`config.mk`:
```
export PLATFORM = sky130hd
export DESIGN_NAME = morse_sequenciador
export DESIGN_NICKNAME = d
export VERILOG_FILES = /design/src/rtl/morse_pkg.sv /design/src/rtl/morse_unit_timer.sv /design/src/rtl/morse_sequenciador.sv
export SDC_FILE = /design/constraint.sdc
export NUM_CORES = 1
export LEC_CHECK = 0
export CORE_MARGIN = 3
export CORE_UTILIZATION = 44
export CTS_BUF_LIST = sky130_fd_sc_hd__clkbuf_8
export DETAILED_ROUTE_END_ITERATION = 16
export HOLD_SLACK_MARGIN = 0.03
export PLACE_DENSITY = 0.7
export SLEW_MARGIN = 15
export SYNTH_ARGS = -nofsm -noshare
export SYNTH_HDL_FRONTEND = slang
export SYNTH_SLANG_ARGS = --single-unit
```
`constraint.sdc`:
```
create_clock -name clk -period 2.1 [get_ports clk]
set_input_delay 0.315 -clock clk [delete_from_list [all_inputs] [get_ports clk]]
set_output_delay 0.315 -clock clk [all_outputs]
set_load 0.03 [all_outputs]
```
`src/rtl/morse_pkg.sv`:
```
// Shared types and timing constants for the Morse digit sequencer.
package morse_pkg;

    typedef enum logic [2:0] {
        IDLE,
        LOAD,
        CAPT,
        MARK,
        SPACE,
        GAP
    } state_t;

    localparam logic [1:0] DOT_UNITS   = 2'd1;
    localparam logic [1:0] DASH_UNITS  = 2'd3;
    localparam logic [1:0] SPACE_UNITS = 2'd1;
    localparam logic [1:0] GAP_UNITS   = 2'd3;
    localparam int         SYMBOLS     = 5;

    localparam logic SYM_DOT  = 1'b1;
    localparam logic SYM_DASH = 1'b0;

    function automatic logic [1:0] mark_units(input logic sym);
        return (sym == SYM_DOT) ? DOT_UNITS : DASH_UNITS;
    endfunction

endpackage

```
`src/rtl/morse_unit_timer.sv`:
```
// Unit timer: a prescaler of UNIT_CYCLES clocks feeding a down-counter of Morse units.
module morse_unit_timer
#(
    parameter int UNIT_CYCLES = 4
)
(
    input  logic       clk,
    input  logic       reset,
    input  logic       load,
    input  logic [1:0] units,
    output logic       expire,
    output logic       expire_next
);

    localparam int            PW        = (UNIT_CYCLES > 1) ? $clog2(UNIT_CYCLES) : 1;
    localparam logic [PW-1:0] PRESC_TOP = PW'(UNIT_CYCLES - 1);

    logic [PW-1:0] presc;
    logic [1:0]    left;

    always_ff @(posedge clk or negedge reset) begin
        if (!reset) begin
            presc <= '0;
            left  <= 2'd0;
        end else if (load) begin
            presc <= PRESC_TOP;
            left  <= units - 2'd1;
        end else if (presc == '0) begin
            presc <= PRESC_TOP;
            if (left != 2'd0)
                left <= left - 2'd1;
        end else begin
            presc <= presc - PW'(1);
        end
    end

    assign expire = (presc == '0) && (left == 2'd0);

    // expire_next flags the cycle before expire so callers can register a last-cycle pulse
    generate
        if (UNIT_CYCLES == 1) begin : g_single
            assign expire_next = (left == 2'd1);
        end else begin : g_multi
            assign expire_next = (left == 2'd0) && (presc == PW'(1));
        end
    endgenerate

endmodule

```
`src/rtl/morse_sequenciador.sv`:
```
// Morse digit sequencer: loads codifMorse, keys out its 5-symbol code with dot/dash timing.
// Optional one-entry pending digit register enabled by MORSE_PENDING_EN.
module morse_sequenciador
    import morse_pkg::*;
#(
    parameter int UNIT_CYCLES = 4
)
(
    input  logic       clk,
    input  logic       reset,
    input  logic [3:0] num,
    input  logic       ready,
    output logic       ack,
    output logic       busy,
    output logic [3:0] enc_num,
    output logic       enc_ready,
    input  logic [4:0] enc_morse,
    output logic       key,
    output logic       ponto,
    output logic       traco,
    output logic       done,
    output logic       err
);

    state_t     state;
    logic [4:0] shreg;
    logic [2:0] idx;
    logic       tmr_load;
    logic [1:0] tmr_units;
    logic       expire;
    logic       expire_next;
    logic       accept;
    logic       digit_ok;

    morse_unit_timer #(.UNIT_CYCLES(UNIT_CYCLES)) u_timer (
        .clk         (clk),
        .reset       (reset),
        .load        (tmr_load),
        .units       (tmr_units),
        .expire      (expire),
        .expire_next (expire_next)
    );

`ifdef MORSE_PENDING_EN
    logic [3:0] pend;
    logic       pend_vld;

    // Blocking the cycle before done keeps an err pulse from landing on the done cycle
    assign ack = reset && !pend_vld && !((state == GAP) && expire_next);
`else
    assign ack = reset && (state == IDLE);
`endif

    assign accept   = ready && ack;
    assign digit_ok = (num <= 4'd9);

    always_comb begin
        tmr_load  = 1'b0;
        tmr_units = SPACE_UNITS;
        case (state)
            CAPT: begin
                tmr_load  = 1'b1;
                tmr_units = mark_units(enc_morse[4]);
            end
            MARK: begin
                tmr_load  = expire;
                tmr_units = (idx == 3'(SYMBOLS - 1)) ? GAP_UNITS : SPACE_UNITS;
            end
            SPACE: begin
                tmr_load  = expire;
                tmr_units = mark_units(shreg[4]);
            end
            default: ;
        endcase
    end

    always_ff @(posedge clk) begin
        if (state == CAPT)
            shreg <= enc_morse;
        else if ((state == MARK) && expire)
            shreg <= {shreg[3:0], 1'b0};
    end

    always_ff @(posedge clk or negedge reset) begin
        if (!reset) begin
            state     <= IDLE;
            idx       <= 3'd0;
            busy      <= 1'b0;
            enc_num   <= 4'd0;
            enc_ready <= 1'b0;
            key       <= 1'b0;
            ponto     <= 1'b0;
            traco     <= 1'b0;
            done      <= 1'b0;
            err       <= 1'b0;
        end else begin
            enc_ready <= 1'b0;
            done      <= 1'b0;
            err       <= accept && !digit_ok;
            case (state)
                IDLE: begin
                    if (accept && digit_ok) begin
                        state     <= LOAD;
                        enc_num   <= num;
                        enc_ready <= 1'b1;
                        busy      <= 1'b1;
                    end
                end
                LOAD: state <= CAPT;
                CAPT: begin
                    state <= MARK;
                    idx   <= 3'd0;
                    key   <= 1'b1;
                    ponto <= (enc_morse[4] == SYM_DOT);
                    traco <= (enc_morse[4] == SYM_DASH);
                end
                MARK: begin
                    if (expire) begin
                        key   <= 1'b0;
                        ponto <= 1'b0;
                        traco <= 1'b0;
                        if (idx == 3'(SYMBOLS - 1)) begin
                            state <= GAP;
                        end else begin
                            state <= SPACE;
                            idx   <= idx + 3'd1;
                        end
                    end
                end
                SPACE: begin
                    if (expire) begin
                        state <= MARK;
                        key   <= 1'b1;
                        ponto <= (shreg[4] == SYM_DOT);
                        traco <= (shreg[4] == SYM_DASH);
                    end
                end
                GAP: begin
                    done <= expire_next;
                    if (expire) begin
`ifdef MORSE_PENDING_EN
                        if (pend_vld) begin
                            state     <= LOAD;
                            enc_num   <= pend;
                            enc_ready <= 1'b1;
                        end else if (accept && digit_ok) begin
                            state     <= LOAD;
                            enc_num   <= num;
                            enc_ready <= 1'b1;
                        end else begin
                            state <= IDLE;
                            busy  <= 1'b0;
                        end
`else
                        state <= IDLE;
                        busy  <= 1'b0;
`endif
                    end
                end
                default: state <= IDLE;
            endcase
        end
    end

`ifdef MORSE_PENDING_EN
    always_ff @(posedge clk) begin
        if (accept && digit_ok)
            pend <= num;
    end

    // The slot only holds digits that arrive mid-playback; IDLE and last-GAP accepts load directly
    always_ff @(posedge clk or negedge reset) begin
        if (!reset)
            pend_vld <= 1'b0;
        else if ((state == GAP) && expire && pend_vld)
            pend_vld <= 1'b0;
        else if (accept && digit_ok && (state != IDLE) && !((state == GAP) && expire))
            pend_vld <= 1'b1;
    end
`endif

endmodule

```
==> run summary, run 1 <==
Die Span X = 60.8 um
WL final = 2.61 mm
Reg area = 676 um2
Crit share post-route = 83.4%
Placed wire-length estimate = 1.96 mm
Critical path class = reg2reg
Worst slew margin = 72.4%
Crit path max fanout = 11
Async set-or-reset flop fraction in the synthesized netlist = 80.8%
Min-delay worst type = in2async
Routability-driven placement congestion ratio = 0.776
Slowest cell on crit path = dfrtp_1
Tot Pwr = 2.34 mW
Starting DRT DRC Count = 83
Worst vdd ir = 0.000619 V
Antenna Violating Nets Remaining = 0
Seq/Total Area, Yosys = 51.1%
# rows = 19
Max_cap viols = 0
Cell area after placement = 1590 um2
Initial Util = 47.1%
Synth top area share = 39.8%
Vias in the first global route = 997
YS warnings = 0
CTS tree = built
Setup repair bufs after CTS = 0
Avg Cell Area, Syn = 11.3 um2
Nets = 162
Number of port buffers = 23
Synth Instances = 117
Die height = 60.8 um
Clock Skews = 2.32 ps
Largest stage delay, worst path = 600 ps
Final setup viols = 0
Total Routing Usage GR = 16.0%
Routed vias = 991
Top-level port count = 24
RSZ-0062 raised after global routing = false
Final instance area = 1670 um2
R2R Setup Slk = 350 ps
H-tree levels = 1
PD cells = 1410 nW/um2
Slew @ Worst Pin = 414 ps
Detailed-route DRC error count = 0
Count of state elements after synthesis = 26
Fin Hold WS = 450 ps
ANT cells = 0
WL per Instance = 14.8 um
Clock Tree Root = clkbuf_8
WP data arrival = 1780 ps
Clock slew at reported path FFs = 90 ps
Crit-path cells = nand2b_1, nor2_2, mux2_2
Fillers = 247
Die Area = 3700 um2
Clock sink count = 26
FMAX = 0.571 GHz
Syn_nets = 133
DR vias/cell = 5.63
Area Growth Syn to Fin = 26.0%
Commonest register cell after synthesis = dfrtp_1
Top cells by area, synth = dfrtp_1, edfxtp_1, ha_1
Post-synth EDFFs = 5
Post-cts sizing count = 0
Post-layout min period = 1750 ps
Slew Viols, Final = 0
Leak Pwr = 0.717 nW
Layout cells sized above 1 = 15.9%
Pre-CTS WS = 277 ps
Req. time, crit path = 2130 ps
Initial antenna violation count = 0
Fin cells = 176
Pin count of the biggest net entering global routing = 23
Cell taking the most area after synthesis = dfrtp_1
Clock buffer depth = 2
Hold_buf cts = 0
Commonest cells post-synth = dfrtp_1, nor2_1, inv_1
Most common cell in the netlist = dfrtp_1
Setup TNS = 0 ps
First-pass GRT wire length = 4.32 mm
Synth cell types = 43
Finished Core Util = 59.4%
DRT Pass-1 Iters = 6
Cells after DPL = 172
Core Footprint = 2810 um2
Crit start category = register
Synth Cell Area = 1320 um2
Area of the multi-input gates = 584 um2
Grt total ovfl = 0
Number of clock buffers inserted by TritonCTS = 3
Nature of the critical path endpoint = register
Setup slack after layout = 349 ps
Status = finished clean
Worst skew pair latency = 270 ps
Endpoints failing hold = 0
[cell families after synthesis]
| family | share of synthesized area (%) |
|---|---|
| compound gates | 14.9 |
| fa+ha+maj | 3.79 |
| buf+inv | 4.64 |
| flops | 51.1 |
| mux | 7.48 |
| simple gates | 18.1 |
[per-layer routing]
| metal | vias to the layer above | global-route usage, % | part of all wire, % |
|---|---|---|---|
| met5 | - | 0 | 0 |
| met4 | 0 | 6.50 | 1.6 |
| met3 | 5 | 2.98 | 4.7 |
| met2 | 29 | 29.2 | 49 |
| met1 | 479 | 18.1 | 44 |
| li1 | 478 | - | - |
[report_power, final]
part / internal (mW) / leakage, nW / total [mW] / switching, mW
Combinational: 0.487 / 0.371 / 1.05 / 0.568
Clock: 0.255 / 0.0357 / 0.407 / 0.152
Sequential: 0.736 / 0.311 / 0.880 / 0.144
[state kept, by name, indices dropped and copies added, names as in the netlist]
name,count
u_timer.left,2
shreg,5
idx,3
enc_num,4
err,1
ponto,1
state,3
u_timer.presc,2
traco,1
enc_ready,1
done,1
key,1
busy,1
[path summary, 6_finish.rpt]
| kind | startpoint | end | cells past startpoint |
|---|---|---|---|
| worst max register to register | state[1] | shreg[1] | 3 |
| max in group asynchronous | reset | u_timer.left[0] | 2 |
| worst min-delay path | reset | idx[1] | 2 |
| min in group clk | enc_num[0] | enc_num[0] | 1 |
| worst max-delay path | state[1] | shreg[1] | 3 |
| worst min register to register | enc_num[0] | enc_num[0] | 1 |
[area by class of cell]
class / instances / share of cell area [%]
sequential: 26 / 40.6
multi-input combinational: 79 / 35.1
timing repair buffer: 28 / 15.9
clock buffer: 3 / 2.48
tap: 31 / 2.33
clock inverter: 1 / 1.80
inverter: 8 / 1.80
[worst max-delay path: cells and delay by family (launching register included)]
family | cells | cell delay (ps)
AND/OR/NAND/NOR | 2 | 540
flip-flops | 1 | 600
multiplexers | 1 | 370
[placed cells by master, fill, tap and decap left out, drive strengths merged, types with 2 or more instances in the layout]
cell type,netlist,layout
edfxtp,5,5
inv,8,8
and3,2,2
o21a,2,2
nor2b,3,3
mux2i,2,2
buf,3,6
a311oi,2,2
mux2,7,7
o21ai,3,3
nand2,7,7
nor2,15,15
ha,4,4
dfrtp,21,21
clkdlybuf4s50,0,22
a21oi,8,8
o32ai,3,3
nand2b,2,2
clkbuf,1,3
a31oi,2,2
Note: power is estimated with default switching activity, not from simulation.
==> run 2, diff against run 1 <==
--- a/config.mk
+++ b/config.mk
@@ -10,7 +10,7 @@
 export CTS_BUF_LIST = sky130_fd_sc_hd__clkbuf_8
 export DETAILED_ROUTE_END_ITERATION = 16
 export HOLD_SLACK_MARGIN = 0.03
-export PLACE_DENSITY = 0.7
+export PLACE_DENSITY = 0.73
 export SLEW_MARGIN = 15
 export SYNTH_ARGS = -nofsm -noshare
 export SYNTH_HDL_FRONTEND = slang
==> constraint.sdc (replaced) <==
create_clock -name clk -period 1.52 [get_ports clk]
set_input_delay 0.228 -clock clk [delete_from_list [all_inputs] [get_ports clk]]
set_output_delay 0.228 -clock clk [all_outputs]
set_load 0.03 [all_outputs]
==> run 2 against run 1 <==
  * Critical endpoint is now ponto
  * Clock skew grew 1.3 ps
  * Clock-buffer cell count stayed put
  * Clock power is 41% higher
  * Via count rose by 14%
  * Final cell count is 16% higher
  * Combinational power increased by 100%
  * Register-to-register slack worse by 380 ps
  * Largest cell class is now multi-input combinational cells
  * Core utilization increased by 12 points
  * Hold slack worse by 110 ps
  * The flow now finishes with violations (setup timing)
  * Sequential share of layout area decreased by 6.8 points
  * Total power increased by 67%
  * Critical path type unchanged
==> run summary, run 2 (same netlist as run 1, synthesis figures left out) <==
Clock share of power = 14.7% (-2.7 points)
Slew Viols, Final = 0 (unchanged)
Nature of the critical path endpoint = register
Slowest cell on crit path = dfrtp_1
Req. time, crit path = 1690 ps (-440 ps)
WP data arrival = 1720 ps (-60 ps)
Nets = 190 (+17%)
Vias in the first global route = 1116 (+12%)
Largest stage delay, worst path = 370 ps (-230 ps)
Fillers = 208 (-16%)
Crit start category = register
Int Power = 2.48 mW (+68%)
WL final = 3.16 mm (+21%)
# rows = 19 (unchanged)
Pre-CTS WS = -136 ps (-413 ps)
Layout cells sized above 1 = 38.2% (+22 points)
Clock slew at reported path FFs = 90 ps (about the same)
NetSw = 1.42 mW (+64%)
Worst vdd ir = 0.00101 V (+63%)
Total Routing Usage GR = 18.8% (+2.9 points)
Top reg by flops = shreg
Clock sink count = 26 (unchanged)
FMAX = 0.643 GHz (+13%)
Initial Util = 47.1% (unchanged)
DRT Pass-1 Iters = 4 (-2)
Largest regs = shreg x5, enc_num x4
Failing checks = setup timing
Die Area = 3700 um2 (unchanged)
Routability-driven placement congestion ratio = 0.846 (+9.0%)
First-pass GRT wire length = 5.10 mm (+18%)
Clock Skews = 3.61 ps (+1.29 ps)
Worst slew margin = 75.0% (+2.5 points)
Die height = 60.8 um (unchanged)
Die Span X = 60.8 um (unchanged)
Fin Hold WS = 344 ps (-106 ps)
Status = finished with violations
Power share of the sequential group = 30.8% (-6.8 points)
Number of port buffers = 23 (unchanged)
Leak Pwr = 0.972 nW (+35%)
Clock Tree Root = clkbuf_8
Final setup viols = 6 (+6)
Clock buffer depth = 2 (unchanged)
Antenna Violating Nets Remaining = 0 (unchanged)
Cells after DPL = 194 (+13%)
FF-to-FF Start = u_timer.presc[0]
Fin cells = 204 (+16%)
DR vias/cell = 5.54 (-1.6%)
RSZ-0062 raised after global routing = true
Top Family by Delay on Critical Path = compound AO/OA/AOI/OAI gates
R2R Setup Slk = -40 ps (-380 ps)
Worst skew pair latency = 270 ps (about the same)
Max_cap viols = 0 (unchanged)
Setup TNS = -149 ps (-149 ps)
Routed vias = 1130 (+14%)
WL per Instance = 15.5 um (+4.4%)
Crit share post-route = 102% (+19 points)
Min-delay worst type = in2async
Top-level port count = 24 (unchanged)
Core Footprint = 2810 um2 (unchanged)
Initial antenna violation count = 0 (unchanged)
Post-layout min period = 1560 ps (-196 ps)
ANT cells = 0 (unchanged)
Crit path buf inv count = 1 (+1)
Logic pwr share = 54.5% (+9.5 points)
Endpoints failing hold = 0 (unchanged)
Critical path class = reg2reg
Grt total ovfl = 0 (unchanged)
Commonest non-fill, non-tap cell in the layout = buf_4
R2r endpoint = ponto
R2r worst-path depth = 6 (+3)
Most frequent cells in the layout = buf_4, dfrtp_1, nor2_1, clkdlybuf4s50_1, dlygate4sd2_1
Slew @ Worst Pin = 372 ps (-42.2 ps)
Tot Pwr = 3.91 mW (+67%)
H-tree levels = 1 (unchanged)
Starting DRT DRC Count = 93 (+12%)
Number of clock buffers inserted by TritonCTS = 3 (unchanged)
Crit-path cells = inv_2, ha_4, nor3b_4, o21a_4, a21oi_4, mux2_4
Setup slack after layout = -35.1 ps (-384 ps)
Crit path max fanout = 4 (-7)
Max reg flops = 5 (unchanged)
CTS tree = built
PD cells = 1950 nW/um2 (+38%)
Detailed-route DRC error count = 0 (unchanged)
Pin count of the biggest net entering global routing = 23 (unchanged)
Area Growth Syn to Fin = 52.0%
Placed wire-length estimate = 2.15 mm (+9.7%)
Sw Share = 36.4% (-0.51 points)
run 2: repair_timing:
item	in CTS	in global routing
pin swaps	7	5
hold buffers	0	0
endpoints found under the hold margin	0	0
gates resized for setup	21	17
setup endpoints to repair	24	25
setup buffers	5	2
run 2: final cells by class:
class | count | area, um2 | area share [%]
multi-input cells | 79 | 682 | 34.0
repair buffers | 56 | 508 | 25.3
flip-flops and latches | 26 | 678 | 33.8
well taps | 31 | 38.8 | 1.93
inverters | 8 | 30.0 | 1.50
clock inverters | 1 | 30.0 | 1.50
clock buffers | 3 | 41.3 | 2.06
run 2: worst max-delay path by stage:
stage / cells after the start / slack, ps / endpoint / startpoint
2_1_floorplan: 3 / -160 / enc_num[0] / state[1]
3_3_place_gp: 4 / -110 / enc_num[0] / reset
3_5_place_dp: 4 / -140 / enc_num[0] / reset
4_1_cts: 4 / -50 / ack / state[2]
5_1_grt: 8 / -100 / idx[2] / u_timer.presc[0]
6_report: 6 / -40 / ponto / u_timer.presc[0]
run 2: metrics by stage:
| stage | cell area, um2 | utilization, % |
|---|---|---|
| floorplan | 1340 | - |
| global placement | 1790 | 63.8 |
| detailed placement | 1790 | 63.8 |
| CTS | 1940 | 69.1 |
| global route | 2010 | 71.6 |
| finish | 2010 | 71.6 |
run 2: power groups by stage:
stage / clock network, mW / registers (mW) / logic (mW)
2_1_floorplan: 0 / 1.36 / 0.916
3_3_place_gp: 0 / 1.20 / 1.79
5_1_grt: 0.607 / 1.23 / 2.30
6_report: 0.574 / 1.20 / 2.13
3_5_place_dp: 0 / 1.21 / 1.85
4_1_cts: 0.583 / 1.20 / 1.96
run 2: routing by layer:
layer	routed length [um]	share of wire, %	global-route usage, %	vias to the layer above
met3	163	5.2	2.77	6
met2	1580	50	33.0	36
met4	59	1.9	8.67	0
met1	1360	43	22.7	553
met5	0	0	0	-
li1	-	-	-	535
